**src/rtl/vend_ctrl_param_if.sv**
```systemverilog
// Coin-acceptor / dispenser handshake bundle for vend_ctrl_param.
// master = coin front end driving coins and cancel, slave = the controller.
interface vend_ctrl_param_if #(
  parameter int CREDIT_W = 6
);
  logic                coin5;
  logic                coin10;
  logic                coin20;
  logic                cancel;
  logic                dispense;
  logic                change_pulse;
  logic                coin_reject;
  logic                busy;
  logic [CREDIT_W-1:0] credit;

  modport master (
    output coin5, coin10, coin20, cancel,
    input  dispense, change_pulse, coin_reject, busy, credit
  );

  modport slave (
    input  coin5, coin10, coin20, cancel,
    output dispense, change_pulse, coin_reject, busy, credit
  );
endinterface

```
**src/rtl/vend_ctrl_param.sv**
```systemverilog
// Parametrised vending controller: collects 5/10/20 coins as 5-unit steps,
// dispenses at PRICE, then pays change or refunds one 5-unit coin per cycle.
module vend_ctrl_param #(
  parameter int CREDIT_W   = 6,
  parameter int PRICE      = 3,
  parameter int MAX_CREDIT = 10
) (
  input logic            clk,
  input logic            rst,
  vend_ctrl_param_if.slave bus
);
  localparam logic [2:0] S_IDLE     = 3'd0;
  localparam logic [2:0] S_COLLECT  = 3'd1;
  localparam logic [2:0] S_DISPENSE = 3'd2;
  localparam logic [2:0] S_CHANGE   = 3'd3;
  localparam logic [2:0] S_REFUND   = 3'd4;

  // One extra bit so credit + coin never wraps before the overflow compare.
  localparam logic [CREDIT_W:0]   PRICE_W = (CREDIT_W+1)'(PRICE);
  localparam logic [CREDIT_W:0]   MAX_W   = (CREDIT_W+1)'(MAX_CREDIT);
  localparam logic [CREDIT_W-1:0] ONE     = CREDIT_W'(1);

  logic [2:0]          state, state_next;
  logic [CREDIT_W-1:0] credit_q, credit_next;
  logic                reject_q, reject_next;
  logic [1:0]          coin_count;
  logic [CREDIT_W:0]   coin_val, sum, remainder;
  logic                any_coin, accept;

  assign coin_count = {1'b0, bus.coin5} + {1'b0, bus.coin10} + {1'b0, bus.coin20};
  assign any_coin   = |coin_count;

  always_comb begin
    coin_val = '0;
    if (bus.coin5)       coin_val = (CREDIT_W+1)'(1);
    else if (bus.coin10) coin_val = (CREDIT_W+1)'(2);
    else if (bus.coin20) coin_val = (CREDIT_W+1)'(4);
  end

  assign sum       = {1'b0, credit_q} + coin_val;
  assign remainder = {1'b0, credit_q} - PRICE_W;
  assign accept    = (state == S_IDLE || state == S_COLLECT) && coin_count == 2'd1 &&
                     !bus.cancel && sum <= MAX_W;

  // Any coin that is not accepted, for whatever reason, goes back to the user.
  always_comb begin
    state_next  = state;
    credit_next = credit_q;
    reject_next = any_coin && !accept;
    case (state)
      S_IDLE, S_COLLECT: begin
        if (state == S_COLLECT && bus.cancel) begin
          state_next = S_REFUND;
        end else if (accept) begin
          credit_next = sum[CREDIT_W-1:0];
          state_next  = (sum >= PRICE_W) ? S_DISPENSE : S_COLLECT;
        end
      end
      S_DISPENSE: begin
        credit_next = remainder[CREDIT_W-1:0];
        state_next  = (remainder == '0) ? S_IDLE : S_CHANGE;
      end
      S_CHANGE, S_REFUND: begin
        if (credit_q <= ONE) begin
          credit_next = '0;
          state_next  = S_IDLE;
        end else begin
          credit_next = credit_q - ONE;
        end
      end
      default: begin
        credit_next = '0;
        state_next  = S_IDLE;
      end
    endcase
  end

  always_ff @(posedge clk or negedge rst) begin
    if (!rst) begin
      state    <= S_IDLE;
      credit_q <= '0;
      reject_q <= 1'b0;
    end else begin
      state    <= state_next;
      credit_q <= credit_next;
      reject_q <= reject_next;
    end
  end

  assign bus.dispense     = (state == S_DISPENSE);
  assign bus.change_pulse = (state == S_CHANGE) || (state == S_REFUND);
  assign bus.busy         = bus.dispense || bus.change_pulse;
  assign bus.coin_reject  = reject_q;
  assign bus.credit       = credit_q;
endmodule

```
**src/flat_wrapper.sv**
```systemverilog
// flat-port wrapper written by rule: the top's interface ports become plain ports
module vend_ctrl_param_flat 
#(
  parameter int CREDIT_W   = 6,
  parameter int PRICE      = 3,
  parameter int MAX_CREDIT = 10
)
  (clk, rst, bus_coin5, bus_coin10, bus_coin20, bus_cancel, bus_dispense, bus_change_pulse, bus_coin_reject, bus_busy, bus_credit);
  vend_ctrl_param_if #(.CREDIT_W(CREDIT_W)) bus_i ();
  input logic clk;
  input logic rst;
  input wire logic [$bits(bus_i.coin5)-1:0] bus_coin5;
  input wire logic [$bits(bus_i.coin10)-1:0] bus_coin10;
  input wire logic [$bits(bus_i.coin20)-1:0] bus_coin20;
  input wire logic [$bits(bus_i.cancel)-1:0] bus_cancel;
  output wire logic [$bits(bus_i.dispense)-1:0] bus_dispense;
  output wire logic [$bits(bus_i.change_pulse)-1:0] bus_change_pulse;
  output wire logic [$bits(bus_i.coin_reject)-1:0] bus_coin_reject;
  output wire logic [$bits(bus_i.busy)-1:0] bus_busy;
  output wire logic [$bits(bus_i.credit)-1:0] bus_credit;
  assign bus_i.coin5 = bus_coin5;
  assign bus_i.coin10 = bus_coin10;
  assign bus_i.coin20 = bus_coin20;
  assign bus_i.cancel = bus_cancel;
  assign bus_dispense = bus_i.dispense;
  assign bus_change_pulse = bus_i.change_pulse;
  assign bus_coin_reject = bus_i.coin_reject;
  assign bus_busy = bus_i.busy;
  assign bus_credit = bus_i.credit;
  vend_ctrl_param #(.CREDIT_W(CREDIT_W), .PRICE(PRICE), .MAX_CREDIT(MAX_CREDIT)) u_core (.clk(clk), .rst(rst), .bus(bus_i));
endmodule
```
**config.mk**
```make
export PLATFORM = sky130hd
export DESIGN_NAME = vend_ctrl_param_flat
export DESIGN_NICKNAME = d
export VERILOG_FILES = /design/src/rtl/vend_ctrl_param_if.sv /design/src/rtl/vend_ctrl_param.sv /design/src/flat_wrapper.sv
export SDC_FILE = /design/constraint.sdc
export NUM_CORES = 1
export LEC_CHECK = 0
export ABC_AREA = 1
export CORE_MARGIN = 2
export CORE_UTILIZATION = 35
export CTS_BUF_LIST = sky130_fd_sc_hd__clkbuf_16
export CTS_CLUSTER_SIZE = 40
export DETAILED_ROUTE_END_ITERATION = 6
export PLACE_DENSITY = 0.58
export REMOVE_ABC_BUFFERS = 1
export SLEW_MARGIN = 20
export SYNTH_ARGS = -nofsm -noshare
export SYNTH_HDL_FRONTEND = slang
export SYNTH_SLANG_ARGS = --single-unit
```
**constraint.sdc**
```tcl
create_clock -name clk -period 2.8 [get_ports clk]
set_input_delay 0.42 -clock clk [delete_from_list [all_inputs] [get_ports clk]]
set_output_delay 0.42 -clock clk [all_outputs]
set_load 0.01 [all_outputs]
```
==> reports/results.txt, run 1 <==
outcome - completed
count leader, synth - nand2_1
sw power - 0.000110 W
worst skew pair latency - 0.24 ns
RSZ-0062 raised after global routing - false
cts bufs inserted - 3
WL met3 - 124 um
post-DR wirelength/cell - 12.3 um
vias in the first global route - 1,008
post-route clock period utilization - 0.863
routed vias - 1,077
Final Wtd Congestion - 0.880
Worst Tran Pin Value - 0.497 ns
gr usage total - 0.176
die height - 60.3 um
wire length on met1 - 1240 um
Clock Power Share - 0.548
synthesized cell area - 1110 um2
Worst VDD drop - 327 uV
footprint of the multi-input gates - 729 um2
worst path required time - 2.92 ns
# port buffers - 15
Final HPWL DP - 2210 um
Die Width - 60.3 um
FF+latch area - 250 um2
placed cells - 221
top post-synthesis cells by count - 41 x nand2_1, 23 x inv_1, 22 x nand3_1
TritonCTS clock tree - done
DP Area - 1300 um2
FF+latch count, synth - 10
crit path time final - 2.42 ns
final setup TNS - 0 ns
Setup Skew - 0.00429 ns
combinational power share - 0.140
postcts setup bufs - 0
ys async rst share - 1.00
type of the tightest min-delay check - flop to flop
clk root buf - clkbuf_16
Diodes inserted - 0
count of final max-slew check failures - 0
fin cells - 225
top cells by area, synth - dfrtp_1 23%, nand2_1 14%, nand3_1 9.9%
Setup violations, final - 0
Overflow after GRT - 0
critical path type - input port to flop
DRT iter0 DRCs - 80
Worst-path clk slew - 0.04 ns
Core Area - 3030 um2
First-pass DRT Iterations - 4
type of origin of the critical path - input port
Critical Path End Type - flop
Reg power frac - 0.312
Clock Path Buffers - 2
DRC violations left - 0
clock sink count - 10
largest net degree at the start of global routing - 13
vias per cell - 4.79
post_cts resized - 0
Synth Area per Inst - 6.77 um2
Post-synth EDFFs - 0
Cell variety after synth - 28
leak pwr - 0.671 nW
Routed WL - 2760 um
Initial Util - 0.367
Final nets - 196
die area - 3640 um2
DRT antenna net count - 0
first-pass GRT wire length - 4660 um
critical path arrival - 2.54 ns
met2 wire len - 1330 um
Fin. Hold Viols - 0
pwr/cell area - 345 nW/um2
top-area cell type share of the netlist area - 0.225
fin util - 0.456
Max Clk Rate - 414 MHz
Synth Warn # - 0
Area Growth Syn to Fin - 24.5%
I/O Pins - 16
worst-path maximum fanout - 5
fin area - 1380 um2
Slew Limit Headroom - 0.669
Post-synth top flop - dfrtp_1
dominant cell type by area after synthesis - dfrtp_1
post-synthesis sequential area ratio - 0.225
max layer used - met4
Rows - 20
share of post-route cells with drive strength above 1 - 0.127
Pint - 0.000366 W
FILL cells - 324
# Max-Cap Violations - 0
H-tree depth - 1
synthesized instance count - 164
initial antenna violation count - 0
# hold bufs at CTS - 0
switching share of power - 0.232
-- power by group through the flow --
stage                     Combinational [W]  Sequential, W  Clock, W
after floorplan                   0.0000386       0.000153         0
after global placement            0.0000670       0.000151         0
after detailed placement          0.0000671       0.000151         0
after CTS                         0.0000677       0.000149  0.000265
after global routing              0.0000759       0.000149  0.000268
final                             0.0000666       0.000149  0.000261
-- flip-flops by register name, summed over array words and instances, names as in the netlist --
register	count
u_core.bus.coin_reject	1
u_core.state	3
u_core.bus.credit	6
-- final cells by class --
type | instances | area share
Clock buffer | 3 | 0.0543
Clock inverter | 1 | 0.00272
Inverter | 28 | 0.0797
Multi-Input combinational cell | 123 | 0.528
Sequential cell | 10 | 0.181
Tap cell | 44 | 0.0399
Timing Repair Buffer | 16 | 0.114
-- worst paths after layout --
kind                                      start                      to  slack (ns)  cells after the start
max in group asynchronous                   rst  u_core.bus.coin_reject        1.95                      1
hold reg to reg                 u_core.state[1]         u_core.state[1]        0.50                      2
hold / removal                  u_core.state[1]         u_core.state[1]        0.50                      2
setup / recovery                     bus_coin10         u_core.state[0]        0.38                     17
min in group asynchronous                   rst    u_core.bus.credit[5]        0.51                      1
setup reg to reg           u_core.bus.credit[1]         u_core.state[0]        0.65                     14
-- placed cells by master, fill, tap and decap left out --
master / netlist / routed
o21bai_2: 1 / 1
inv_2: 4 / 4
fa_1: 2 / 2
nor4_1: 1 / 1
nand2_2: 2 / 2
nand2_1: 41 / 41
ha_1: 6 / 6
nand4_1: 2 / 2
clkbuf_16: 0 / 3
nor3_1: 3 / 3
o21ai_2: 3 / 3
buf_4: 2 / 1
inv_6: 1 / 1
o21a_1: 1 / 1
nor3_4: 2 / 2
nor2_4: 1 / 1
a22oi_1: 1 / 1
a21oi_2: 1 / 1
xnor2_1: 2 / 2
o21ai_0: 2 / 2
clkinv_1: 0 / 1
o21ai_1: 5 / 5
nor2_1: 12 / 12
clkdlybuf4s50_1: 0 / 15
xor2_1: 3 / 3
nand3_1: 22 / 22
nand2_4: 4 / 4
dfrtp_1: 10 / 10
a21oi_1: 6 / 6
inv_1: 23 / 23
-- cells by family (layout without fill, tap and decap cells) --
logic type	count (synthesis)	count (layout)	synth area share
buffers and inverters	31	48	0.117
AOI/OAI and AO/OA	20	20	0.114
adders and majority gates	8	8	0.104
and+or+nand+nor	90	90	0.400
xor gates and xnor gates	5	5	0.0395
DFF	10	10	0.225
-- critical path, stage by stage --
cell and delay (ns):
clkdlybuf4s50_1 0.48, inv_1 0.07, nor2_1 0.14, inv_1 0.08
fa_1 0.41, inv_1 0.08, nand3_1 0.08, nand2_1 0.11
nand3_1 0.08, nand2_1 0.12, nand2_1 0.07, inv_2 0.08
nand2_4 0.07, nand2_2 0.08, nand2_2 0.06, nand2_1 0.06
nand2_1 0.05
-- metal layers --
layer | GRT usage | up-vias
met5 | 0 | -
met4 | 0.0698 | 0
met3 | 0.0325 | 7
met2 | 0.289 | 31
met1 | 0.229 | 477
li1 | - | 562
-- per-stage QoR --
stage	setup WS (ns)	power, W	hold WS, ns
floorplan	0.756	0.000191	0.124
global placement	0.213	0.000218	0.496
detailed placement	0.136	0.000218	0.495
CTS	0.381	0.000481	0.504
global route	0.180	0.000492	0.551
finish	0.384	0.000476	0.503
(Power assumes the default switching activity.)
==> run 2: changes to the inputs <==
--- a/config.mk
+++ b/config.mk
@@ -11,8 +11,10 @@
 export CTS_BUF_LIST = sky130_fd_sc_hd__clkbuf_16
 export CTS_CLUSTER_SIZE = 40
 export DETAILED_ROUTE_END_ITERATION = 6
+export HOLD_SLACK_MARGIN = 0.02
 export PLACE_DENSITY = 0.58
 export REMOVE_ABC_BUFFERS = 1
+export SKIP_LAST_GASP = 1
 export SLEW_MARGIN = 20
 export SYNTH_ARGS = -nofsm -noshare
 export SYNTH_HDL_FRONTEND = slang
==> results of run 2 <==
The final DEF is identical to that of run 1; final timing and power are the same.
